`src/rtl/mem_bus_pkg.sv`:
```
// Shared types and helpers for the test-RAM port arbiter: FSM states, grant
// encodings and the byte-lane merge / word-index helpers.
package mem_bus_pkg;

  typedef enum logic [1:0] {
    ST_IDLE,
    ST_I_ACC,
    ST_D_ACC,
    ST_D_RMW_WR
  } state_t;

  localparam logic       GRANT_I = 1'b0;
  localparam logic       GRANT_D = 1'b1;
  localparam logic [3:0] BE_FULL = 4'b1111;

  // Lane n takes the new byte when be[n] is set, otherwise keeps the RAM byte.
  function automatic logic [31:0] byte_merge(input logic [3:0]  be,
                                             input logic [31:0] wdata,
                                             input logic [31:0] old_data);
    logic [31:0] res;
    for (int n = 0; n < 4; n++) begin
      res[8*n +: 8] = be[n] ? wdata[8*n +: 8] : old_data[8*n +: 8];
    end
    return res;
  endfunction

  function automatic logic [31:0] word_index(input logic [31:0] byte_addr);
    return {2'b00, byte_addr[31:2]};
  endfunction

endpackage

```
`src/rtl/rr_arbiter2.sv`:
```
// Two-way round-robin arbiter; on a tie the requester that did not win last
// time gets the grant. last_grant resets to D so instruction wins first.
module rr_arbiter2
  import mem_bus_pkg::*;
(
  input  logic       clk,
  input  logic       rst_n,
  input  logic       en,
  input  logic       req_i,
  input  logic       req_d,
  output logic [1:0] grant,
  output logic       last_grant
);

  always_comb begin
    grant = 2'b00;
    if (en) begin
      if (req_i && req_d) begin
        grant = (last_grant == GRANT_D) ? 2'b01 : 2'b10;
      end else if (req_i) begin
        grant = 2'b01;
      end else if (req_d) begin
        grant = 2'b10;
      end
    end
  end

  always_ff @(posedge clk or negedge rst_n) begin
    if (!rst_n) begin
      last_grant <= GRANT_D;
    end else if (|grant) begin
      last_grant <= grant[1] ? GRANT_D : GRANT_I;
    end
  end

endmodule

```
`src/rtl/mem_port_arbiter.sv`:
```
// Shares the single-port 32-bit test RAM between the instruction and data
// masters; partial data writes become a read-modify-write pair.
module mem_port_arbiter
  import mem_bus_pkg::*;
#(
  parameter int RAM_WORDS = 2048,
  parameter int ADDR_W    = 32
) (
  input  logic              clk,
  input  logic              rst_n,
  input  logic [ADDR_W-1:0] i_address,
  input  logic              i_read,
  output logic [31:0]       i_readdata,
  output logic              i_waitrequest,
  input  logic [ADDR_W-1:0] d_address,
  input  logic              d_read,
  input  logic              d_write,
  input  logic [3:0]        d_byteenable,
  input  logic [31:0]       d_writedata,
  output logic [31:0]       d_readdata,
  output logic              d_waitrequest,
  output logic [ADDR_W-1:0] ram_address,
  output logic              ram_read,
  output logic              ram_write,
  output logic [31:0]       ram_writedata,
  input  logic [31:0]       ram_readdata
);

  localparam logic [ADDR_W-1:0] RAM_LIMIT = ADDR_W'(RAM_WORDS);

  state_t            state_q, state_d;
  logic [ADDR_W-1:0] addr_q;
  logic [31:0]       wdata_q;
  logic [31:0]       merge_q;
  logic [3:0]        be_q;
  logic              wr_q;
  logic [1:0]        grant;
  logic              last_grant;
  logic              d_req;
  logic [ADDR_W-1:0] widx;
  logic              in_range;
  logic              partial;

  assign d_req    = d_read | d_write;
  assign widx     = word_index(addr_q);
  assign in_range = (widx < RAM_LIMIT);
  assign partial  = wr_q && (be_q != BE_FULL) && (be_q != 4'b0000);

  rr_arbiter2 u_rr (
    .clk        (clk),
    .rst_n      (rst_n),
    .en         (state_q == ST_IDLE),
    .req_i      (i_read),
    .req_d      (d_req),
    .grant      (grant),
    .last_grant (last_grant)
  );

  // Request latch and merge register; write wins when read and write are both set
  always_ff @(posedge clk or negedge rst_n) begin
    if (!rst_n) begin
      state_q <= ST_IDLE;
      addr_q  <= '0;
      wdata_q <= '0;
      be_q    <= '0;
      wr_q    <= 1'b0;
      merge_q <= '0;
    end else begin
      state_q <= state_d;
      if (grant[0]) begin
        addr_q <= i_address;
        wr_q   <= 1'b0;
      end else if (grant[1]) begin
        addr_q  <= d_address;
        wdata_q <= d_writedata;
        be_q    <= d_byteenable;
        wr_q    <= d_write;
      end
      if (state_q == ST_D_ACC && partial) begin
        merge_q <= byte_merge(be_q, wdata_q, ram_readdata);
      end
    end
  end

  always_comb begin
    state_d       = state_q;
    ram_address   = '0;
    ram_read      = 1'b0;
    ram_write     = 1'b0;
    ram_writedata = '0;
    i_readdata    = '0;
    d_readdata    = '0;
    i_waitrequest = i_read;
    d_waitrequest = d_req;
    case (state_q)
      ST_IDLE: begin
        if (grant[0]) begin
          state_d = ST_I_ACC;
        end else if (grant[1]) begin
          state_d = ST_D_ACC;
        end
      end
      ST_I_ACC: begin
        i_waitrequest = 1'b0;
        state_d       = ST_IDLE;
        if (in_range) begin
          ram_address = widx;
          ram_read    = 1'b1;
          i_readdata  = ram_readdata;
        end
      end
      ST_D_ACC: begin
        // Out-of-range partial writes still take the RMW path so timing is uniform
        if (partial) begin
          state_d = ST_D_RMW_WR;
          if (in_range) begin
            ram_address = widx;
            ram_read    = 1'b1;
          end
        end else begin
          d_waitrequest = 1'b0;
          state_d       = ST_IDLE;
          if (in_range && wr_q && be_q == BE_FULL) begin
            ram_address   = widx;
            ram_write     = 1'b1;
            ram_writedata = wdata_q;
          end else if (in_range && !wr_q) begin
            ram_address = widx;
            ram_read    = 1'b1;
            d_readdata  = ram_readdata;
          end
        end
      end
      ST_D_RMW_WR: begin
        d_waitrequest = 1'b0;
        state_d       = ST_IDLE;
        if (in_range) begin
          ram_address   = widx;
          ram_write     = 1'b1;
          ram_writedata = merge_q;
        end
      end
      default: state_d = ST_IDLE;
    endcase
  end

endmodule

```
`config.mk`:
```
export PLATFORM = sky130hd
export DESIGN_NAME = mem_port_arbiter
export DESIGN_NICKNAME = d
export VERILOG_FILES = /design/src/rtl/mem_bus_pkg.sv /design/src/rtl/rr_arbiter2.sv /design/src/rtl/mem_port_arbiter.sv
export SDC_FILE = /design/constraint.sdc
export NUM_CORES = 1
export LEC_CHECK = 0
export ABC_CLOCK_PERIOD_IN_PS = 2700
export CAP_MARGIN = 20
export CORE_UTILIZATION = 45
export CTS_BUF_LIST = sky130_fd_sc_hd__clkbuf_8
export DETAILED_ROUTE_END_ITERATION = 12
export MAX_ROUTING_LAYER = met4
export PLACE_DENSITY = 0.95
export SYNTH_ARGS = -nofsm -noshare
export SYNTH_HDL_FRONTEND = slang
export SYNTH_SLANG_ARGS = --single-unit
```
`constraint.sdc`:
```
create_clock -name clk -period 2.7 [get_ports clk]
set_input_delay 0.27 -clock clk [delete_from_list [all_inputs] [get_ports clk]]
set_output_delay 0.27 -clock clk [all_outputs]
set_load 0.02 [all_outputs]
```
==> qor.yml <==
hold_path:
  whs_path_depth: 3
  hp-class: "input port to flip-flop"
  holdPathEnd: "wdata_q[16]"
  hp-start: "d_writedata[16]"
placed_design:
  hpwl_um: 11900
  place_area_mm2: 0.00814
  portBuffers: 243
  place_ws_ns: 0.0554
  gp_congestion: 0.834
route:
  via_per_inst: 5.15
  ant_nets: 0
  drc: 0
  drt_pass1_iterations: 5
  vias: 5239
  wl_per_cell_um: 16.1
  top_layer: "met4"
  routed_wirelength_um: 16300
  met1_length_um: 6710
  initialDrtViolationCount: 292
  wl_met3_um: 897
  wl_met2_um: 8430
setup_path:
  cp_max_fo: 15
  critPathRequiredTime_ns: 2.43
  reg2reg_from: "be_q[0]"
  r2r-end: "merge_q[16]"
  r2r_setup_slack_ns: 0.76
  ff2ff_path_depth: 4
  cp_slowest_stage_delay_ns: 0.54
  cp_data_arrival_time_ns: 2.35
  path_cells: "or4_4, nor4_4, buf_4, buf_8, a32o_1, buf_2"
  start_kind: "flip-flop"
  cp_slowest_cell: "or4_4"
  crit_type: "flip-flop to output port"
  end_kind: "output port"
timing:
  fin_skew_ns: 0.0159
  fin_ws_ns: 0.0843
  fmax_mhz: 382
  fin_crit_sh_pct: 96.9
  holdWs_ns: 0.425
  maxSlewViolCount: 0
  finalSetupViolCount: 0
  slew_headroom_pct: 56.2
  worst_pin_slew_ns: 0.656
  fin_crit_ns: 2.62
  finalHoldViolations: 0
power:
  power_density_mw_per_mm2: 794
  ir_worst_vdd_mv: 0.561
  power.leakage_nw: 3.98
  finalPower_mw: 6.42
clock_tree:
  worstSkewPairLatency_ns: 0.36
  path_clk_slew_ns: 0.10
  cts_tree: "yes"
  clock-sinks: 102
  htreeDepth: 3
  cts_buffer_depth: 2
  cts-root-buf: "clkbuf_8"
  numCtsBuffers: 9
global_routing:
  grt_pass1_vias: 5097
  grt_usage_pct: 26.5
  grt_pass1_wl_um: 25600
  grt_max_degree: 54
  antenna_found_initial: 0
  overflow: 0
finish:
  final_nets: 1007
  syn2layout_area_growth_pct: 46.4
  layout_commonest_cell: "nand2_1"
  stdcell_area_mm2: 0.00809
  antennaDiodeCount: 0
  drive_gt1_share_pct: 18.2
  mostFrequentLayoutCells: "203 x nand2_1, 132 x clkdlybuf4s50_1, 100 x dfrtp_1, 73 x clkbuf_2, 64 x and2_1"
  utilization_pct: 67.4
logic_synthesis:
  ys_ff_latch: 102
  netlist_instances: 621
  synth.distinct_cells: 43
  syn_area_per_cell_um2: 8.90
  synth_warnings: 0
  syn_area_mm2: 0.00553
  seq_area_frac_synth_pct: 46.2
run:
  maxCapViolations: 0
floorplan:
  die_h_um: 113
  die_x_um: 113
  core_area_mm2: 0.0120
  die_area_mm2: 0.0127
  ioPinCount: 269
  start_util_pct: 46.0
  rows: 40
status:
  status: "completed"
how the worst max path moves through the flow:
stage	start	to	cells past startpoint
2_1_floorplan	be_q[3]	ram_read	5
4_1_cts	addr_q[31]	ram_address[8]	6
5_1_grt	addr_q[31]	i_readdata[17]	7
6_report	addr_q[30]	ram_writedata[31]	6
3_5_place_dp	addr_q[31]	d_readdata[18]	7
3_3_place_gp	addr_q[31]	ram_writedata[16]	6
critical path: cells and delay by family (launching register included):
kind	cells	cell delay, ns
compound gates	1	0.18
buf+inv	3	0.53
flops	1	0.46
simple gates	2	0.81
cell families (layout without fill, tap and decap cells):
kind of cell,Yosys count,after routing,synth area share (%)
and+or+nand+nor,300,300,25.8
AOI/OAI and AO/OA,111,111,14.2
DFF,102,102,46.2
buffers and inverters,71,300,7.04
muxes,32,32,5.79
adders and majority gates,4,4,0.905
other,1,21,0.0678
Yosys cell counts, drive strengths merged:
cell | instances | area share [%]
o21ba | 1 | 0.18
or2 | 1 | 0.11
nor4 | 6 | 1.4
a22o | 32 | 5.1
a21boi | 1 | 0.14
nor2 | 3 | 0.20
and2 | 64 | 7.2
nor2b | 1 | 0.11
a2111oi | 1 | 0.16
o21a | 2 | 0.27
a32o | 1 | 0.18
ha | 4 | 0.91
inv | 7 | 0.48
nor3b | 11 | 1.5
buf | 44 | 5.2
a211o | 1 | 0.16
mux2i | 32 | 5.8
o21bai | 1 | 0.14
o31ai | 1 | 0.14
or4 | 2 | 0.34
clkbuf | 20 | 1.4
a31oi | 1 | 0.11
dfrtp | 101 | 46
o21ai | 37 | 3.3
nand4 | 2 | 0.34
conb | 1 | 0.068
a21oi | 1 | 0.090
a22oi | 30 | 4.1
dfstp | 1 | 0.48
nand3 | 4 | 0.45
nand2 | 204 | 14
nor3 | 2 | 0.27
a211oi | 1 | 0.14
metrics by stage:
step | instances | setup TNS [ns]
CTS | 1013 | 0
floorplan | 641 | 0
global route | 1017 | -0.0656
finish | 1017 | 0
global placement | 992 | 0
detailed placement | 992 | 0
layout make-up:
cell class                      instances  area (um2)
Clock inverter                          4        55.1
Clock buffer                           11         151
Inverter                                7        26.3
Timing Repair Buffer                  278        2360
Tap cell                              147         184
Fill cell                            1015        3920
Sequential cell                       102        2550
Multi-Input combinational cell        468        2770
report_power, final:
part	switching, mW	leakage (nW)	internal, mW
registers	0.567	1.25	2.29
clock network	0.525	0.102	0.480
logic	1.43	2.63	1.13
total	2.52	3.98	3.91
state kept, by name, summed over array words and instances (netlist names):
register and count:
addr_q 30, be_q 4, merge_q 32, wr_q 1, wdata_q 32, u_rr.last_grant 1, state_q 2
metal layers:
metal  global-route usage, %  up-vias
li1                        -     2533
met1                    30.8     2468
met2                    47.3      213
met3                    4.12       25
met4                    7.73        0
met5                       -        -
repair_timing:
item,4_1_cts,5_1_grt
resized for setup,208,139
cloned,2,0
hold buffers,1,0
pin swaps,3,3
setup buffers,3,3
endpoints found under the setup margin,110,108
endpoints found under the hold margin,48,0
Note: power is estimated with default switching activity, not from simulation.
